--- src/rtl/sorting_hat.sv ---
// ============================================================================
// Module   : sorting_hat
// Purpose  : Debounced two-button house selector with a timed spin sequence
//            and a pseudo-random final pick from a free-running LFSR.
// Revision : 1.0  initial release
// ============================================================================
`default_nettype none

module sorting_hat #(
    parameter int          DEBOUNCE_CYCLES  = 16,
    parameter int          SPIN_STEP_CYCLES = 8,
    parameter int          SPIN_STEPS       = 12,
    parameter logic [15:0] LFSR_SEED        = 16'hACE1
) (
    input  logic       clk,
    input  logic       reset,
    input  logic       btn_sort,
    input  logic       btn_clear,
    output logic       G,
    output logic       S,
    output logic       R,
    output logic       H,
    output logic [1:0] house,
    output logic       sorting,
    output logic       done
);

    localparam int          CW         = $clog2(DEBOUNCE_CYCLES + 1);
    localparam int          TW         = $clog2(SPIN_STEP_CYCLES + 1);
    localparam int          SW         = $clog2(SPIN_STEPS + 1);
    localparam logic [15:0] C_SEED     = (LFSR_SEED == 16'h0000) ? 16'h0001 : LFSR_SEED;
    localparam logic [TW-1:0] C_T_LAST = TW'(SPIN_STEP_CYCLES - 1);
    localparam logic [SW-1:0] C_S_LAST = SW'(SPIN_STEPS - 1);

    typedef enum logic [1:0] {
        IDLE = 2'd0,
        SPIN = 2'd1,
        HOLD = 2'd2
    } state_t;

    // index 0 = sort, index 1 = clear
    logic [1:0] w_raw;
    logic [1:0] r_sync1, r_sync2, r_deb, r_deb_d, r_press;

    assign w_raw = {btn_clear, btn_sort};

    for (genvar gi = 0; gi < 2; gi++) begin : g_btn
        logic [CW-1:0] r_cnt;

        always_ff @(posedge clk) begin
            if (reset) begin
                r_sync1[gi] <= 1'b0;
                r_sync2[gi] <= 1'b0;
                r_deb[gi]   <= 1'b0;
                r_deb_d[gi] <= 1'b0;
                r_press[gi] <= 1'b0;
                r_cnt       <= '0;
            end else begin
                r_sync1[gi] <= w_raw[gi];
                r_sync2[gi] <= r_sync1[gi];
                r_deb_d[gi] <= r_deb[gi];
                r_press[gi] <= r_deb[gi] & ~r_deb_d[gi];
                if (r_sync2[gi] != r_deb[gi]) begin
                    if (r_cnt == CW'(DEBOUNCE_CYCLES)) begin
                        r_deb[gi] <= r_sync2[gi];
                        r_cnt     <= '0;
                    end else begin
                        r_cnt <= r_cnt + 1'b1;
                    end
                end else begin
                    r_cnt <= '0;
                end
            end
        end
    end

    logic        w_sort_p, w_clear_p;
    logic [15:0] r_lfsr;

    assign w_sort_p  = r_press[0];
    assign w_clear_p = r_press[1];

    // Fibonacci taps 16,14,13,11
    always_ff @(posedge clk) begin
        if (reset) begin
            r_lfsr <= C_SEED;
        end else begin
            r_lfsr <= {r_lfsr[14:0], r_lfsr[15] ^ r_lfsr[13] ^ r_lfsr[12] ^ r_lfsr[10]};
        end
    end

    state_t        r_state, w_state_n;
    logic [TW-1:0] r_timer, w_timer_n;
    logic [SW-1:0] r_step,  w_step_n;
    logic [1:0]    w_house_n;

    always_comb begin
        w_state_n = r_state;
        w_house_n = house;
        w_timer_n = r_timer;
        w_step_n  = r_step;
        case (r_state)
            IDLE: begin
                w_house_n = 2'b00;
                if (w_sort_p && !w_clear_p) begin
                    w_state_n = SPIN;
                    w_timer_n = '0;
                    w_step_n  = '0;
                end
            end
            SPIN: begin
                if (w_clear_p) begin
                    w_state_n = IDLE;
                    w_house_n = 2'b00;
                end else if (r_timer == C_T_LAST) begin
                    w_timer_n = '0;
                    if (r_step < C_S_LAST) begin
                        w_house_n = house + 2'd1;
                        w_step_n  = r_step + 1'b1;
                    end else begin
                        w_state_n = HOLD;
                        w_house_n = r_lfsr[1:0];
                    end
                end else begin
                    w_timer_n = r_timer + 1'b1;
                end
            end
            HOLD: begin
                if (w_clear_p) begin
                    w_state_n = IDLE;
                    w_house_n = 2'b00;
                end else if (w_sort_p) begin
                    w_state_n = SPIN;
                    w_house_n = 2'b00;
                    w_timer_n = '0;
                    w_step_n  = '0;
                end
            end
            default: begin
                w_state_n = IDLE;
                w_house_n = 2'b00;
            end
        endcase
    end

    // Outputs are registered from the next-state values so they line up with the state.
    always_ff @(posedge clk) begin
        if (reset) begin
            r_state <= IDLE;
            r_timer <= '0;
            r_step  <= '0;
            house   <= 2'b00;
            G       <= 1'b0;
            S       <= 1'b0;
            R       <= 1'b0;
            H       <= 1'b0;
            sorting <= 1'b0;
            done    <= 1'b0;
        end else begin
            r_state <= w_state_n;
            r_timer <= w_timer_n;
            r_step  <= w_step_n;
            house   <= w_house_n;
            G       <= (w_state_n != IDLE) && (w_house_n == 2'b00);
            S       <= (w_state_n != IDLE) && (w_house_n == 2'b01);
            R       <= (w_state_n != IDLE) && (w_house_n == 2'b10);
            H       <= (w_state_n != IDLE) && (w_house_n == 2'b11);
            sorting <= (w_state_n == SPIN);
            done    <= (r_state == SPIN) && (w_state_n == HOLD);
        end
    end

endmodule

`default_nettype wire

--- config.mk ---
export PLATFORM = sky130hd
export DESIGN_NAME = sorting_hat
export DESIGN_NICKNAME = d
export VERILOG_FILES = /design/src/rtl/sorting_hat.sv
export SDC_FILE = /design/constraint.sdc
export NUM_CORES = 1
export LEC_CHECK = 0
export CAP_MARGIN = 20
export CORE_AREA = 2 2 69 71
export CTS_BUF_LIST = sky130_fd_sc_hd__clkbuf_4 sky130_fd_sc_hd__clkbuf_8
export DETAILED_ROUTE_END_ITERATION = 8
export DIE_AREA = 0 0 71 73
export PLACE_DENSITY = 0.65
export SYNTH_ARGS = -nofsm -noshare
export SYNTH_HDL_FRONTEND = slang
export SYNTH_SLANG_ARGS = --single-unit
--- constraint.sdc ---
create_clock -name clk -period 5.3 [get_ports clk]
set_clock_uncertainty 0.15 [all_clocks]
set_input_delay 0.795 -clock clk [delete_from_list [all_inputs] [get_ports clk]]
set_output_delay 0.795 -clock clk [all_outputs]
set_load 0.03 [all_outputs]
==> impl_metrics.py, run 1 <==
metrics = {
    "synth": {
        "ys_warn_count": 0,
        "syn_avg_cell_area_sq_um": 9.84,
        "ys_seq_area_share_pct": 50.1,
        "synth_seq_cells": 54,
        "synth.distinct_cells": 42,
        "syn_inst": 219,
        "syn_area_sq_um": 2160,
        "synth_nets": 234,
    },
    "timing": {
        "tightest_slew_ns": 0.571,
        "fmax_mhz": 404,
        "hold_violations": 0,
        "finalWorstSetupSlack_ns": 2.82,
        "timing.final.crit_share_pct": 46.8,
        "final.setup.tns_ns": 0,
        "relSlewSlack_pct": 61.6,
        "slew_viol_final": 0,
        "setup_viol": 0,
        "rsz0062_at_grt": "false",
        "fin_crit_ns": 2.48,
    },
    "critical_path": {
        "critPathMaxFanout": 13,
        "critPathSlowestCell": "ha_1",
        "cpPeakStageDelay_ns": 0.48,
        "worstPathCellList": "ha_1 -> or3b_1 -> nor4_1 -> a21oi_1 -> a311oi_1",
        "cp-end-kind": "flip-flop",
        "crit_type": "flip-flop to flip-flop",
        "cp.arrival_ns": 2.55,
        "critPathLaunchType": "flip-flop",
        "cp.required_ns": 5.37,
    },
    "detailed_routing": {
        "initialDrtViolationCount": 93,
        "antenna_left": 0,
        "wire_per_inst_um": 12.3,
        "drt-total-wl_mm": 3.52,
        "remaining_drc_errors": 0,
        "drtPass1Iterations": 5,
        "vias": 1490,
        "drt-vias-per-instance": 5.19,
    },
    "clocking": {
        "numCtsBuffers": 5,
        "cts_resized": 0,
        "clkLatencyLatePin_ns": 0.30,
        "h-tree-depth": 2,
        "clockBufferDepth": 2,
        "path_clk_slew_ns": 0.09,
        "cts_tree": "built",
        "post-cts-setup-buffers": 0,
        "clock-sinks": 54,
        "hold_buffers": 0,
        "cts_root_buffer": "clkbuf_8",
    },
    "power_and_ir_drop": {
        "ir_worst_vdd_v": 0.000159,
        "power_w": 0.000680,
        "powerDensity_nw_per_um2": 282,
        "p_leak_nw": 0.932,
    },
    "run_status": {
        "status": "finished, final reports clean",
    },
    "hold_path": {
        "hold_path_class": "flip-flop to flip-flop",
    },
    "grt": {
        "grt_pass1_wl_mm": 6.31,
        "grt_max_degree": 36,
        "grt_usage_pct": 15.4,
        "overflow": 0,
        "grt_pass1_vias": 1333,
        "antenna_found_initial": 0,
    },
    "die": {
        "die_area_sq_um": 5180,
        "core_sq_um": 4540,
        "die_h_um": 73,
        "num_rows": 25,
        "die_w_um": 71,
        "start_util_pct": 47.5,
        "io_pins": 12,
    },
    "placed_design": {
        "numPortBuffers": 11,
        "dpl_worst_slack_ns": 2.58,
        "dp_hpwl_mm": 2.44,
        "gp_congestion": 0.755,
        "dpl-instance-area_sq_um": 2310,
    },
    "finish": {
        "final_area_sq_um": 2410,
        "drive_gt1_share_pct": 7.30,
        "diodes": 0,
        "nNetsFinal": 247,
        "post-route-util_pct": 53.2,
        "area_delta_synth_final_pct": 12.0,
    },
    "job": {
        "maxCapViolations": 0,
    },
}
## critical path: cells and delay by family, from the launching register on
kind                     cells  cell delay [ns]
AO/OA/AOI/OAI                2             0.40
adder cells (fa/ha/maj)      1             0.48
flip-flops                   1             0.47
AND/OR/NAND/NOR              2             0.88
## area by class of cell
| class | count | area [sq um] |
|---|---|---|
| flip-flops and latches | 54 | 1080 |
| clock inverters | 2 | 17.5 |
| inverters | 14 | 52.6 |
| repair buffers | 12 | 118 |
| well taps | 54 | 67.6 |
| clock buffers | 6 | 82.6 |
| multi-input cells | 145 | 995 |
| fillers | 407 | 2120 |
## per-stage QoR
stage,hold WS (ns),instances
final,0.236,287
after global routing,0.259,287
after CTS,0.237,287
after detailed placement,0.225,279
after global placement,0.222,279
after floorplan,0.217,219
## report_power, final
part | switching (W) | internal, W
clock network | 0.000131 | 0.000108
registers | 0.00000453 | 0.000416
logic | 0.00000948 | 0.0000107
## cell usage in the layout (no fill, tap or decap), types with 3 or more instances in the layout
master and instances:
a211oi_1 8, a21oi_1 6, a311oi_1 3, a31oi_1 3, clkbuf_8 6, clkdlybuf4s50_1 11, dfxtp_1 54, ha_1 11
inv_1 14, mux2i_1 3, nand2_1 10, nand3_1 8, nor2_1 18, nor2b_1 18, nor4bb_1 3, o21ai_0 5
or2_2 7, or3_1 4, xnor2_1 5, xor2_1 7
## flip-flops by register name, summed over array words and instances, names as in the netlist, 2 cells and up
signal and cells:
house 2, r_step 4, r_deb 2, r_deb_d 2
r_state 2, r_lfsr 16, r_timer 4, g_btn.r_cnt 10
r_sync1 2, r_sync2 2
## cells in the mapped netlist, drive strengths merged
cell	instances	area, sq um
a211oi	8	60.1
a21o	1	7.51
a21oi	6	30.0
a311oi	3	26.3
a31oi	3	18.8
and3	2	12.5
and3b	2	17.5
buf	2	12.5
clkbuf	4	15.0
dfxtp	54	1080
ha	11	138
inv	14	52.6
mux2i	3	30.0
nand2	10	37.5
nand2b	2	12.5
nand3	8	40.0
nand3b	1	7.51
nor2	18	67.6
nor2b	18	113
nor3	1	5.00
nor4	1	6.26
nor4bb	3	30.0
o2111ai	1	8.76
o211a	2	20.0
o211ai	1	7.51
o21a	1	7.51
o21ai	6	30.0
o21ba	2	20.0
o22a	1	8.76
o22ai	1	6.26
o311a	1	10.0
o32a	1	10.0
o41ai	1	8.76
or2	7	43.8
or3	4	25.0
or3b	1	8.76
or4	2	15.0
xnor2	5	43.8
xor2	7	61.3
## cell families after synthesis
kind of cell,synth area share (%)
simple gates,20.5
flops,50.1
compound gates,13.0
buf+inv,3.71
xor+xnor,4.88
fa+ha+maj,6.38
mux,1.39
## path summary, 6_finish.rpt
path	cells after the start	slack (ns)	startpoint	endpoint
worst max-delay path	5	2.82	r_state[0]	r_step[2]
worst min-delay path	1	0.24	r_deb_d[0]	w_sort_p
worst max register to register	5	2.82	r_state[0]	r_step[2]
worst min register to register	1	0.24	r_deb_d[0]	w_sort_p
## routing by layer
layer / wire length [um] / share of wire (%) / global-route usage (%)
met1: 1680 / 48 / 19.9
met3: 179 / 5.1 / 4.56
met5: 0 / 0 / 0
met2: 1580 / 45 / 24.2
met4: 80 / 2.3 / 6.71
(Power assumes the default switching activity.)
==> inputs of run 2 (changes only) <==
==> constraint.sdc (replaced) <==
create_clock -name clk -period 2.3 [get_ports clk]
set_clock_uncertainty 0.15 [all_clocks]
set_input_delay 0.345 -clock clk [delete_from_list [all_inputs] [get_ports clk]]
set_output_delay 0.345 -clock clk [all_outputs]
set_load 0.03 [all_outputs]
==> run 2 against run 1 <==
Net effect:
- via count rose by 1.2%
- largest power group unchanged
- fmax up 16%
- clock power rose to 2.8 times the previous value
- critical endpoint is now S
==> impl_metrics.py, run 2 (same netlist as run 1, synthesis figures left out) <==
metrics = {
    "timing": {
        "final.setup.tns_ns": 0,
        "tightest_slew_ns": 0.414,
        "fin_crit_ns": 2.13,
        "relSlewSlack_pct": 72.0,
        "fmax_mhz": 470,
        "timing.final.crit_share_pct": 92.5,
        "setup_viol": 0,
        "hold_violations": 0,
        "slew_viol_final": 0,
        "rsz0062_at_grt": "false",
    },
    "hold_path": {
        "hold_path_class": "flip-flop to flip-flop",
    },
    "grt": {
        "grt_usage_pct": 15.5,
        "grt_pass1_vias": 1366,
        "overflow": 0,
        "grt_pass1_wl_mm": 6.21,
        "grt_max_degree": 25,
        "antenna_found_initial": 0,
    },
    "detailed_routing": {
        "vias": 1508,
        "drt-total-wl_mm": 3.57,
        "wire_per_inst_um": 12.3,
        "remaining_drc_errors": 0,
        "initialDrtViolationCount": 81,
        "drtPass1Iterations": 4,
        "drt-vias-per-instance": 5.18,
        "antenna_left": 0,
    },
    "critical_path": {
        "rr_worst_depth": 6,
        "endpoint": "S",
        "critPathMaxFanout": 7,
        "reg2reg_setup_slack_ns": 0.17,
        "crit_path_start": "r_state[0]",
        "crit_type": "flip-flop to flip-flop",
        "r2r-start": "r_state[0]",
        "r2r_end": "S",
        "cp.arrival_ns": 2.20,
        "cp.required_ns": 2.37,
        "critPathLaunchType": "flip-flop",
        "cp-end-kind": "flip-flop",
    },
    "clocking": {
        "hold_buffers": 0,
        "cts_root_buffer": "clkbuf_8",
        "path_clk_slew_ns": 0.09,
        "clkLatencyLatePin_ns": 0.30,
        "clock-sinks": 54,
        "cts_tree": "built",
        "cts_resized": 0,
        "h-tree-depth": 2,
        "numCtsBuffers": 5,
        "clockBufferDepth": 2,
        "post-cts-setup-buffers": 0,
    },
    "finish": {
        "drive_gt1_share_pct": 10.5,
        "area_delta_synth_final_pct": 15.0,
        "top_register": "r_lfsr",
        "nNetsFinal": 251,
        "reg_top3": "r_lfsr (16), g_btn.r_cnt (10)",
        "largest_reg_flops": 16,
        "final_common_cell": "dfxtp_1",
        "final_area_sq_um": 2480,
        "final_cell_mix": "dfxtp_1, nor2b_1, nor2_1, inv_1, clkdlybuf4s50_1",
        "post-route-util_pct": 54.7,
        "diodes": 0,
    },
    "power_and_ir_drop": {
        "p_leak_nw": 0.963,
        "ir_worst_vdd_v": 0.000385,
        "powerDensity_nw_per_um2": 677,
    },
    "run_status": {
        "status": "finished, final reports clean",
    },
    "job": {
        "maxCapViolations": 0,
    },
    "die": {
        "die_area_sq_um": 5180,
        "die_h_um": 73,
        "start_util_pct": 47.5,
        "core_sq_um": 4540,
        "num_rows": 25,
        "die_w_um": 71,
        "io_pins": 12,
    },
    "placed_design": {
        "dp_hpwl_mm": 2.47,
        "gp_congestion": 0.809,
        "dpl-instance-area_sq_um": 2340,
        "numPortBuffers": 11,
    },
}
[run 2: changes by cell type in the layout (fill, tap and decap cells not counted), sizes merged]
cell / before / now
bufinv: 0 / 1
inv: 14 / 15
buf: 1 / 5
clkinv: 2 / 0
[run 2: final cells by class]
cell class	instances	area (sq um)
Timing Repair Buffer	16	148
Multi-Input combinational cell	145	1010
Clock inverter	2	38.8
Sequential cell	54	1080
Clock buffer	6	82.6
Inverter	14	52.6
Tap cell	54	67.6
Fill cell	402	2060
[run 2: worst min-delay path by stage]
stage	startpoint	end	slack, ns	depth (start not counted)
finish	r_deb_d[0]	w_sort_p	0.24	1
global placement	r_deb_d[0]	w_sort_p	0.22	1
global route	r_deb_d[1]	w_clear_p	0.25	1
detailed placement	r_deb_d[0]	w_sort_p	0.22	1
floorplan	r_deb_d[1]	w_clear_p	0.22	1
CTS	r_deb_d[0]	w_sort_p	0.24	1
[run 2: worst max-delay path, stage by stage, from the launching register on]
cell,delay (ns)
dfxtp_1,0.38
inv_1,0.11
ha_1,0.29
a21oi_1,0.08
o21ba_1,0.20
or4_1,0.58
a211oi_1,0.27
[run 2: layer usage]
metal | track usage, % | up-vias | part of all wire (%)
li1 | - | 790 | -
met2 | 24.6 | 34 | 47
met1 | 20.3 | 679 | 47
met3 | 4.28 | 5 | 4.4
met4 | 5.45 | 0 | 1.4
met5 | 0 | - | 0
[run 2: metrics by stage]
step	hold slack, ns	setup WS [ns]	instances	total power (W)
2_1_floorplan	0.217	0.326	219	0.00102
3_3_place_gp	0.221	0.185	283	0.00104
3_5_place_dp	0.222	0.0915	283	0.00104
4_1_cts	0.237	0.0709	291	0.00170
5_1_grt	0.248	0.0204	291	0.00176
6_report	0.235	0.172	291	0.00168
[run 2: where the power goes]
group / internal (W) / total, W / switching (W)
Clock: 0.000358 / 0.000664 / 0.000306
Sequential: 0.000959 / 0.000969 / 0.0000106
Combinational: 0.0000258 / 0.0000471 / 0.0000212
